==> src/rtl/trap_ctrl_pkg.sv <==
`default_nettype none
// ============================================================================
// Module      : trap_ctrl_pkg
// Description : Shared definitions for the trap controller: FSM state enum,
//               exception source indices, cause width and the default trap
//               vector.
//               Optional feature macro: EXC_RET_EN (adds the ERET_RD state).
// Revision    : 1.0 - initial release
// ============================================================================
package trap_ctrl_pkg;

  // Exception source indices; a higher index wins the priority select.
  localparam int SRC_IF  = 0;
  localparam int SRC_ID  = 1;
  localparam int SRC_EX  = 2;
  localparam int SRC_MEM = 3;

  localparam int NUM_SRC = 4;
  localparam int CAUSE_W = 5;
  localparam int PC_W    = 32;

  localparam logic [31:0] DEFAULT_TRAP_VECTOR = 32'h0000_0100;

  // Explicitly encoded 3-bit state. ERET_RD only exists when the
  // return-from-exception path is built in.
  typedef enum logic [2:0] {
    ST_IDLE     = 3'd0,
    ST_FLUSH    = 3'd1,
    ST_SAVE     = 3'd2,
    ST_REDIRECT = 3'd3
`ifdef EXC_RET_EN
    ,
    ST_ERET_RD  = 3'd4
`endif
  } state_t;

endpackage : trap_ctrl_pkg
`default_nettype wire

==> src/rtl/trap_prio_sel.sv <==
`default_nettype none
// ============================================================================
// Module      : trap_prio_sel
// Description : Combinational fixed-priority 4-to-1 select of exception
//               source (MEM > EX > ID > IF).
// Ports       : exc_valid  [3:0]   per-source request
//               exc_pc     [127:0] packed per-source PCs
//               exc_cause  [19:0]  packed per-source causes
//               any_valid          at least one source requesting
//               sel_pc     [31:0]  PC of the winning source
//               sel_cause  [4:0]   cause of the winning source
// Revision    : 1.0 - initial release
// ============================================================================
module trap_prio_sel
  import trap_ctrl_pkg::*;
(
  input  logic [NUM_SRC-1:0]         exc_valid,
  input  logic [NUM_SRC*PC_W-1:0]    exc_pc,
  input  logic [NUM_SRC*CAUSE_W-1:0] exc_cause,
  output logic                       any_valid,
  output logic [PC_W-1:0]            sel_pc,
  output logic [CAUSE_W-1:0]         sel_cause
);

  always_comb begin
    any_valid = |exc_valid;
    sel_pc    = '0;
    sel_cause = '0;
    if (exc_valid[SRC_MEM]) begin
      sel_pc    = exc_pc[PC_W*SRC_MEM +: PC_W];
      sel_cause = exc_cause[CAUSE_W*SRC_MEM +: CAUSE_W];
    end else if (exc_valid[SRC_EX]) begin
      sel_pc    = exc_pc[PC_W*SRC_EX +: PC_W];
      sel_cause = exc_cause[CAUSE_W*SRC_EX +: CAUSE_W];
    end else if (exc_valid[SRC_ID]) begin
      sel_pc    = exc_pc[PC_W*SRC_ID +: PC_W];
      sel_cause = exc_cause[CAUSE_W*SRC_ID +: CAUSE_W];
    end else if (exc_valid[SRC_IF]) begin
      sel_pc    = exc_pc[PC_W*SRC_IF +: PC_W];
      sel_cause = exc_cause[CAUSE_W*SRC_IF +: CAUSE_W];
    end
  end

endmodule : trap_prio_sel
`default_nettype wire

==> src/rtl/trap_ctrl.sv <==
`default_nettype none
// ============================================================================
// Module      : trap_ctrl
// Description : Exception/trap sequencer. On an exception in IDLE it latches
//               the highest-priority source, flushes the pipeline for
//               FLUSH_CYCLES cycles, strobes the CSR write for one cycle and
//               then redirects fetch to TRAP_VECTOR until accepted.
//               Optional feature macro: EXC_RET_EN -- adds the
//               return-from-exception path (ERET_RD state, CSR read of EPC,
//               redirect to the EPC).
// Ports       : clk, reset (async, active-low)
//               exc_valid/exc_pc/exc_cause   per-source exception requests
//               eret_req/epc_in              exception return (EXC_RET_EN)
//               redirect_ready               fetch accepts redirect
//               exception_sig/_pc/_cause     CSR write strobe and data
//               csr_inst_on                  CSR read enable (EXC_RET_EN)
//               flush                        pipeline flush
//               redirect_valid/redirect_pc   redirect request to fetch
//               busy                         sequencer not idle
// Revision    : 1.0 - initial release
// ============================================================================
module trap_ctrl
  import trap_ctrl_pkg::*;
#(
  parameter logic [31:0] TRAP_VECTOR  = DEFAULT_TRAP_VECTOR,
  parameter int unsigned FLUSH_CYCLES = 2
) (
  input  logic                       clk,
  input  logic                       reset,
  input  logic [NUM_SRC-1:0]         exc_valid,
  input  logic [NUM_SRC*PC_W-1:0]    exc_pc,
  input  logic [NUM_SRC*CAUSE_W-1:0] exc_cause,
  input  logic                       eret_req,
  input  logic [PC_W-1:0]            epc_in,
  input  logic                       redirect_ready,
  output logic                       exception_sig,
  output logic [PC_W-1:0]            exception_pc,
  output logic [CAUSE_W-1:0]         exception_cause,
  output logic                       csr_inst_on,
  output logic                       flush,
  output logic                       redirect_valid,
  output logic [PC_W-1:0]            redirect_pc,
  output logic                       busy
);

  // Counter preload: the FLUSH state exits when the counter reaches zero,
  // so loading N-1 gives exactly N flush cycles.
  localparam logic [3:0] c_flush_load = 4'(FLUSH_CYCLES - 1);

  state_t               r_state;
  state_t               w_state_nxt;
  logic [3:0]           r_flush_cnt;
  logic [PC_W-1:0]      r_lat_pc;
  logic [CAUSE_W-1:0]   r_lat_cause;
  logic [PC_W-1:0]      r_exc_pc;
  logic [CAUSE_W-1:0]   r_exc_cause;
  logic [PC_W-1:0]      r_redirect_pc;

  logic                 w_any_valid;
  logic [PC_W-1:0]      w_sel_pc;
  logic [CAUSE_W-1:0]   w_sel_cause;
  logic                 w_take_exc;

  trap_prio_sel u_prio (
    .exc_valid (exc_valid),
    .exc_pc    (exc_pc),
    .exc_cause (exc_cause),
    .any_valid (w_any_valid),
    .sel_pc    (w_sel_pc),
    .sel_cause (w_sel_cause)
  );

  // Requests are only looked at in IDLE; anything arriving later is dropped.
  assign w_take_exc = (r_state == ST_IDLE) && w_any_valid;

`ifndef EXC_RET_EN
  // Return path not built: these inputs are intentionally ignored.
  logic w_unused_eret;
  assign w_unused_eret = &{1'b0, eret_req, epc_in};
`endif

  // --------------------------------------------------------------------------
  // State register
  // --------------------------------------------------------------------------
  always_ff @(posedge clk or negedge reset) begin
    if (!reset) begin
      r_state <= ST_IDLE;
    end else begin
      r_state <= w_state_nxt;
    end
  end

  // --------------------------------------------------------------------------
  // Next-state logic
  // --------------------------------------------------------------------------
  always_comb begin
    w_state_nxt = r_state;
    case (r_state)
      ST_IDLE: begin
        // An exception beats a simultaneous return request.
        if (w_any_valid) begin
          w_state_nxt = ST_FLUSH;
        end
`ifdef EXC_RET_EN
        else if (eret_req) begin
          w_state_nxt = ST_ERET_RD;
        end
`endif
      end
      ST_FLUSH: begin
        if (r_flush_cnt == 4'd0) begin
          w_state_nxt = ST_SAVE;
        end
      end
      ST_SAVE: begin
        w_state_nxt = ST_REDIRECT;
      end
      ST_REDIRECT: begin
        if (redirect_ready) begin
          w_state_nxt = ST_IDLE;
        end
      end
`ifdef EXC_RET_EN
      ST_ERET_RD: begin
        w_state_nxt = ST_REDIRECT;
      end
`endif
      default: begin
        w_state_nxt = ST_IDLE;
      end
    endcase
  end

  // --------------------------------------------------------------------------
  // Output decode (strobes are pure functions of state)
  // --------------------------------------------------------------------------
  always_comb begin
    exception_sig  = 1'b0;
    flush          = 1'b0;
    redirect_valid = 1'b0;
    csr_inst_on    = 1'b0;
    busy           = (r_state != ST_IDLE);
    case (r_state)
      ST_FLUSH:    flush          = 1'b1;
      ST_SAVE:     exception_sig  = 1'b1;
      ST_REDIRECT: redirect_valid = 1'b1;
`ifdef EXC_RET_EN
      ST_ERET_RD: begin
        csr_inst_on = 1'b1;
        flush       = 1'b1;
      end
`endif
      default: begin
        exception_sig = 1'b0;
      end
    endcase
  end

  // --------------------------------------------------------------------------
  // Datapath: flush counter, latched source, held output registers.
  // Output registers load on the edge entering their active state so the
  // value is valid throughout that state and holds afterwards.
  // --------------------------------------------------------------------------
  always_ff @(posedge clk or negedge reset) begin
    if (!reset) begin
      r_flush_cnt   <= 4'd0;
      r_lat_pc      <= '0;
      r_lat_cause   <= '0;
      r_exc_pc      <= '0;
      r_exc_cause   <= '0;
      r_redirect_pc <= '0;
    end else begin
      if (w_take_exc) begin
        r_flush_cnt <= c_flush_load;
        r_lat_pc    <= w_sel_pc;
        r_lat_cause <= w_sel_cause;
      end else if ((r_state == ST_FLUSH) && (r_flush_cnt != 4'd0)) begin
        r_flush_cnt <= r_flush_cnt - 4'd1;
      end

      if ((r_state == ST_FLUSH) && (w_state_nxt == ST_SAVE)) begin
        r_exc_pc    <= r_lat_pc;
        r_exc_cause <= r_lat_cause;
      end

      if (r_state == ST_SAVE) begin
        r_redirect_pc <= TRAP_VECTOR;
      end
`ifdef EXC_RET_EN
      else if (r_state == ST_ERET_RD) begin
        // EPC read from the CSR block during the single ERET_RD cycle.
        r_redirect_pc <= epc_in;
      end
`endif
    end
  end

  assign exception_pc    = r_exc_pc;
  assign exception_cause = r_exc_cause;
  assign redirect_pc     = r_redirect_pc;

endmodule : trap_ctrl
`default_nettype wire

==> config.mk <==
export PLATFORM = sky130hd
export DESIGN_NAME = trap_ctrl
export DESIGN_NICKNAME = d
export VERILOG_FILES = /design/src/rtl/trap_ctrl_pkg.sv /design/src/rtl/trap_prio_sel.sv /design/src/rtl/trap_ctrl.sv
export SDC_FILE = /design/constraint.sdc
export NUM_CORES = 1
export LEC_CHECK = 0
export ABC_CLOCK_PERIOD_IN_PS = 3500
export BUFFER_PORTS_ARGS = -buffer_cell sky130_fd_sc_hd__buf_4
export CORE_MARGIN = 2
export CORE_UTILIZATION = 49
export DETAILED_ROUTE_END_ITERATION = 10
export PLACE_DENSITY = 0.95
export SETUP_SLACK_MARGIN = 0.05
export SLEW_MARGIN = 40
export SYNTH_ARGS = -nofsm -noshare
export SYNTH_HDL_FRONTEND = slang
export SYNTH_SLANG_ARGS = --single-unit
==> constraint.sdc <==
create_clock -name clk -period 3.5 [get_ports clk]
set_clock_uncertainty 0.15 [all_clocks]
set_input_delay 0.175 -clock clk [delete_from_list [all_inputs] [get_ports clk]]
set_output_delay 0.175 -clock clk [all_outputs]
set_load 0.01 [all_outputs]
=== After elaboration in Yosys (flattened, before gate mapping) ===
Cells that the tools add are included.

* Reductions and logical operators: 9
* Eq/ne operators: 4
* $add $sub $neg: 1
* Multiplexer cells: 17

{| class="wikitable"
|+ Operators with widths
! cell !! count
|-
| $mux W32 || 4
|-
| $mux W5 || 4
|-
| $pmux W3 S4 || 1
|-
| $eq A3 B2 Y1 const B || 3
|-
| $mux W3 || 3
|-
| $mux W4 || 2
|-
| $logic_not A4 Y1 || 1
|-
| $reduce_bool A4 Y1 || 1
|-
| $reduce_or A4 Y1 || 1
|-
| $sub A4 B1 Y4 const B || 1
|-
| $eq A3 B1 Y1 const B || 1
|-
| $logic_and A1 B1 Y1 || 3
|-
| $logic_not A3 Y1 || 1
|-
| $mux W1 || 3
|-
| $reduce_bool A3 Y1 || 1
|-
| $reduce_bool A2 Y1 || 1
|}

* Input port bits: 188
* Output and inout bits: 74
* Flip-flop bits (word level): 82

=== Longest topological paths before layout ===
* Depth in word-level cells: 5
* Gate-level depth with buffers: 6
* Gate-level depth less buffers: 5

=== Cells and area by module ===
Synthesis repeated with hierarchy kept, for this count alone.

* Cell total of the unflattened synthesis: 367
* Area, all modules: 4640.7 um^2

{| class="wikitable"
|+ By module, submodules not included
! module !! instances !! area each (um^2) !! cells an instance
|-
| trap_ctrl || 1 || 3480.8 || 228
|-
| trap_prio_sel || 1 || 1159.9 || 139
|}

=== Worst setup path after synthesis ===
Ideal clock, no wire load.

* Kind: register to register
* From: register r_flush_cnt[0]
* To: register r_flush_cnt[0]
* Setup time: 0.131 ns
* Slack: 1.618 ns
* Clock period less this slack: 1.882 ns
* Arrival: 1.601 ns
* Cell stages (with the launch flop): 7
* Path through: dfrtp_1 inv_1 ha_1 or3b_1 clkbuf_1 and3_1 or3_1

* Cells in the longest elaborated chain, start to end: 3
* Elaborated cells on any way between the ends: 6
* Those cells by class: 1 x add/sub; 2 x mux; 3 x reduce/logical

{| class="wikitable"
|+ RTL lines
! item !! line !! source
|-
| start: declaration || trap_ctrl.sv:52 || <nowiki>logic [3:0] r_flush_cnt;</nowiki>
|-
| start signal: assignment || trap_ctrl.sv:174 || <nowiki>r_flush_cnt <= c_flush_load;</nowiki>
|-
| start signal: assignment || trap_ctrl.sv:178 || <nowiki>r_flush_cnt <= r_flush_cnt - 4'd1;</nowiki>
|-
| $sub A4 B1 Y4 / $reduce_bool A4 Y1 (equally long branches) || trap_ctrl.sv:178, trap_ctrl.sv:177 ||
|-
| $mux W4 / $logic_and A1 B1 Y1 (equally long branches) || trap_ctrl.sv:177 || <nowiki>end else if ((r_state == ST_FLUSH) && (r_flush_cnt != 4'd0)) begin</nowiki>
|-
| $mux W4 / $reduce_bool A2 Y1 (equally long branches) || n/a ||
|}

Several ways; a longest one is shown, not always the timed one. The select of a mux whose other input is x is not followed.
A chain may end at the register's enable or synchronous reset.

=== Worst setup path after layout ===
* From: input exc_valid[3]
* To: register r_lat_pc[25]

* Cells in the longest elaborated chain, start to end: 2
* Elaborated cells on any way between the ends: 3
* Those cells by class: 1 x mux; 2 x reduce/logical

{| class="wikitable"
|+ RTL lines
! item !! line !! source
|-
| start: declaration || trap_ctrl.sv:30 || <nowiki>input logic [NUM_SRC-1:0] exc_valid,</nowiki>
|-
| $reduce_or A4 Y1 || trap_prio_sel.sv:26 || <nowiki>any_valid = |exc_valid;</nowiki>
|-
| $logic_and A1 B1 Y1 || trap_ctrl.sv:74 || <nowiki>assign w_take_exc = (r_state == ST_IDLE) && w_any_valid;</nowiki>
|-
| end signal: assignment || trap_ctrl.sv:175 || <nowiki>r_lat_pc <= w_sel_pc;</nowiki>
|-
| end: declaration || trap_ctrl.sv:53 || <nowiki>logic [PC_W-1:0] r_lat_pc;</nowiki>
|}

Several ways; a longest one is shown, not always the timed one.

==> metrics list <==
* Outcome: finished, final reports clean
* Core Region: 9280 µm²
- STA puts the critical path data arrival time at 2.13 ns.
- Proportion of layout cells with a drive suffix above 1: 0.371
- For this design the top-level I/O count stands at 262.
* Warnings from Yosys: 0
- The final-report max-slew violation count is 0.
- Among the stages of the critical path, the cell type that occurs most often is sky130_fd_sc_hd__buf_4.
- For the final routed database, the setup TNS stands at 0 ns.
* Setup slack at placement: 1.10 ns
- The clock net in this run drives a total of 82 sinks.
- Filler Cells Inserted: 618
- The number of gates resized after CTS was 0.
- The number of clock buffers added by TritonCTS is 9.
- The slowest stage of the critical path is the sky130_fd_sc_hd__or4_1 cell.
* DR DRC count: 0
* Number of global-route vias before repair: 4541
* Leading cell types by count after synthesis: sky130_fd_sc_hd__dfrtp_1 (82), sky130_fd_sc_hd__a21oi_1 (76), sky130_fd_sc_hd__inv_1 (40), sky130_fd_sc_hd__nand2_1 (40)
- In this run the cell area of the synthesized design comes to 4730 µm².
- Final Hold Viols: 0
- Total leakage power: 3.28 nW
- GPL Wtd Cong: 0.838
- The critical path goes through buf_4 > or4_1 > buf_4 > a21oi_1 > a31oi_1.
- Of all cell types, the one taking the most synthesized area is sky130_fd_sc_hd__dfrtp_1.
- First-pass GRT wire length: 21800 µm
- The first detailed-routing pass took 5 iterations.
* Total length of routed wires: 14600 µm
- Entering global routing, the biggest net connects 83 pins.
* Total power divided by cell area: 614 nW/µm²
- In this run the vertical extent of the chip is 102 µm.
* Most frequently used flop master after synthesis: sky130_fd_sc_hd__dfrtp_1
- Clock-pin slew was measured on the worst setup and hold paths at 0.09 ns.
- For this run, asynchronously set or reset flops after synthesis account for 1.00.
* Tcrit/Tclk final: 0.577
- For this run, the total global-route usage over all layers was measured as 0.270.
* Worst Slack Setup Final: 1.48 ns
* Number of standard cells after synthesis: 490
- The setup path with the least slack is of type input port to register.
- The routed layout has 4622 vias.
* Initial core utilization: 0.510
- Root buffer cell: sky130_fd_sc_hd__clkbuf_8
- Detailed placement finished with a half-perimeter wire length of 9600 µm.
- CP max FO: 76
- In this run the mean area of a mapped cell was 9.66 µm².
- Unrepaired setup endpoints after global routing: false
- Ratio of routed vias to standard cells: 5.56
* Cell variety after synth: 33
* Final setup vio count: 0
- Worst path bufs/invs: 2
- Top achievable clock speed: 0.496 GHz
- Worst relative slew slack: 0.480
- Die W: 102 µm
- Cell type group with the largest total delay on the critical path: buffers and inverters
- The total overflow left after global routing is 0.
- Count of routing violations after the opening detailed-route iteration: 212
- CP startpoint kind: input port
* Final routed wire length divided by cell count: 17.5 µm
- The worst-case IR drop observed on VDD is 277 µV.
- Period minus WS final: 2.02 ns
* DIE AREA: 10500 µm²
* Number of placement rows: 35
- At the pin with the least slew margin, the transition time is 0.780 ns.
* Number of setup buffers added after CTS: 0
- Critical path capture point type: register
* Synthesized flop and latch total: 82
- Deepest clock path buffer count: 2
* Part of the Yosys area used for sequential elements: 0.434
* Port bufs: 196
- Data required time of the critical path: 3.61 ns
- Counting flops with a built-in enable in the synthesized netlist gives 0.
* Worst Hold Class: input port to register
- Total number of H-tree levels: 3
- On the worst path, the slowest cell contributes a delay of 0.62 ns.
* Final nets: 888
* Most common cell in the netlist: sky130_fd_sc_hd__dfrtp_1
- Antenna violations before repair: 0
- TritonCTS built the clock tree.
- By area the synthesized netlist is led by sky130_fd_sc_hd__dfrtp_1 (43%), sky130_fd_sc_hd__a21oi_1 (8.0%), sky130_fd_sc_hd__a221o_1 (7.8%), sky130_fd_sc_hd__mux2_4 (6.0%), sky130_fd_sc_hd__nand3b_1 (5.9%).
- Of the post-synthesis cell area, the dominant cell type holds 0.434.
- Post-DRT Antenna Nets: 0
- Signed area change from the synthesized netlist to the final layout: 42.8%
- Max Cap Violations: 0
* Antenna fix cells: 0
- Clock latency on the worst-skew pair, taken at its later pin, is 0.34 ns.
[cell families after synthesis]
family,Yosys count,synth area share
fa+ha+maj,1,0.00264
mux,39,0.107
simple gates,95,0.116
buf+inv,117,0.125
other cells,1,0.000792
compound gates,155,0.214
flops,82,0.434
[worst paths after layout]
check                                from          endpoint  slack, ns  depth (start not counted)
max                          exc_valid[3]      r_lat_pc[25]       1.48                          5
min                            exc_pc[68]       r_lat_pc[4]       0.07                          4
max reg2reg                r_flush_cnt[0]    r_flush_cnt[0]       1.49                          5
min reg2reg                redirect_pc[8]    redirect_pc[8]       0.34                          1
max in group asynchronous           reset    r_flush_cnt[0]       2.48                          3
min in group asynchronous           reset  exception_pc[25]       0.16                          2
[placed cells by master, fill, tap and decap left out, types with 2 or more instances in the layout]
cell                            Yosys  layout
sky130_fd_sc_hd__nand2b_1           2       2
sky130_fd_sc_hd__a221o_1           37      37
sky130_fd_sc_hd__a21oi_1           76      76
sky130_fd_sc_hd__o21ai_0            3       3
sky130_fd_sc_hd__mux2_4            19      19
sky130_fd_sc_hd__conb_1             1      33
sky130_fd_sc_hd__nand3b_1          37      37
sky130_fd_sc_hd__nor2_1             3       2
sky130_fd_sc_hd__a31oi_1           37      37
sky130_fd_sc_hd__bufinv_16          0       2
sky130_fd_sc_hd__buf_4             32     201
sky130_fd_sc_hd__clkbuf_8           0       9
sky130_fd_sc_hd__mux2_2            18      18
sky130_fd_sc_hd__nand3_1            2       2
sky130_fd_sc_hd__dlygate4sd3_1      0      39
sky130_fd_sc_hd__clkinvlp_4         0       2
sky130_fd_sc_hd__dfrtp_1           82      82
sky130_fd_sc_hd__inv_1             40      40
sky130_fd_sc_hd__nand2_1           40      40
sky130_fd_sc_hd__mux2i_1            2       2
[metrics by stage]
step | std cells | total power (W) | cell area, µm² | utilization | hold WS, ns
after floorplan | 522 | 0.00262 | 4850 | - | -0.271
after global placement | 776 | 0.00325 | 6100 | 0.657 | 0.239
after detailed placement | 777 | 0.00339 | 6130 | 0.661 | 0.118
after CTS | 831 | 0.00415 | 6730 | 0.725 | 0.0600
after global routing | 832 | 0.00438 | 6760 | 0.728 | 0.0821
final | 832 | 0.00415 | 6760 | 0.728 | 0.0749
[metal layers]
| layer | vias up | routed length (µm) | track usage |
|---|---|---|---|
| li1 | 2110 | - | - |
| met1 | 2242 | 5510 | 0.319 |
| met2 | 243 | 7650 | 0.485 |
| met3 | 27 | 1130 | 0.0472 |
| met4 | 0 | 272 | 0.110 |
| met5 | - | 0 | 0 |
[flip-flops by register name, indices dropped and copies added, names as in the netlist]
name             cells
exception_pc        32
r_lat_pc            32
exception_cause      5
r_lat_cause          5
r_flush_cnt          4
r_state              3
redirect_pc          1
[layout make-up]
type	instances	area, µm²	share of cell area
clock buffers	10	128	0.0189
well taps	129	161	0.0239
inverters	40	150	0.0222
repair buffers	243	1960	0.290
clock inverters	5	80.1	0.0118
flip-flops and latches	82	2050	0.304
multi-input cells	323	2230	0.330
[report_power, final]
| part | internal [W] | switching, W |
|---|---|---|
| clock | 0.000397 | 0.000330 |
| combinational | 0.000948 | 0.000770 |
| sequential | 0.00141 | 0.000291 |
[worst register-to-register path: cells and delay by family, from the launching register on]
kind          cells  cell delay, ns
simple gates      3            1.05
flops             1            0.39
buf+inv           1            0.10
fa+ha+maj         1            0.21
[timing repair]
item                                   4_1_cts  5_1_grt
hold buffers                                39        0
setup endpoints to repair                    0        0
endpoints found under the hold margin      120        0
Power figures use the tool's default switching activity.
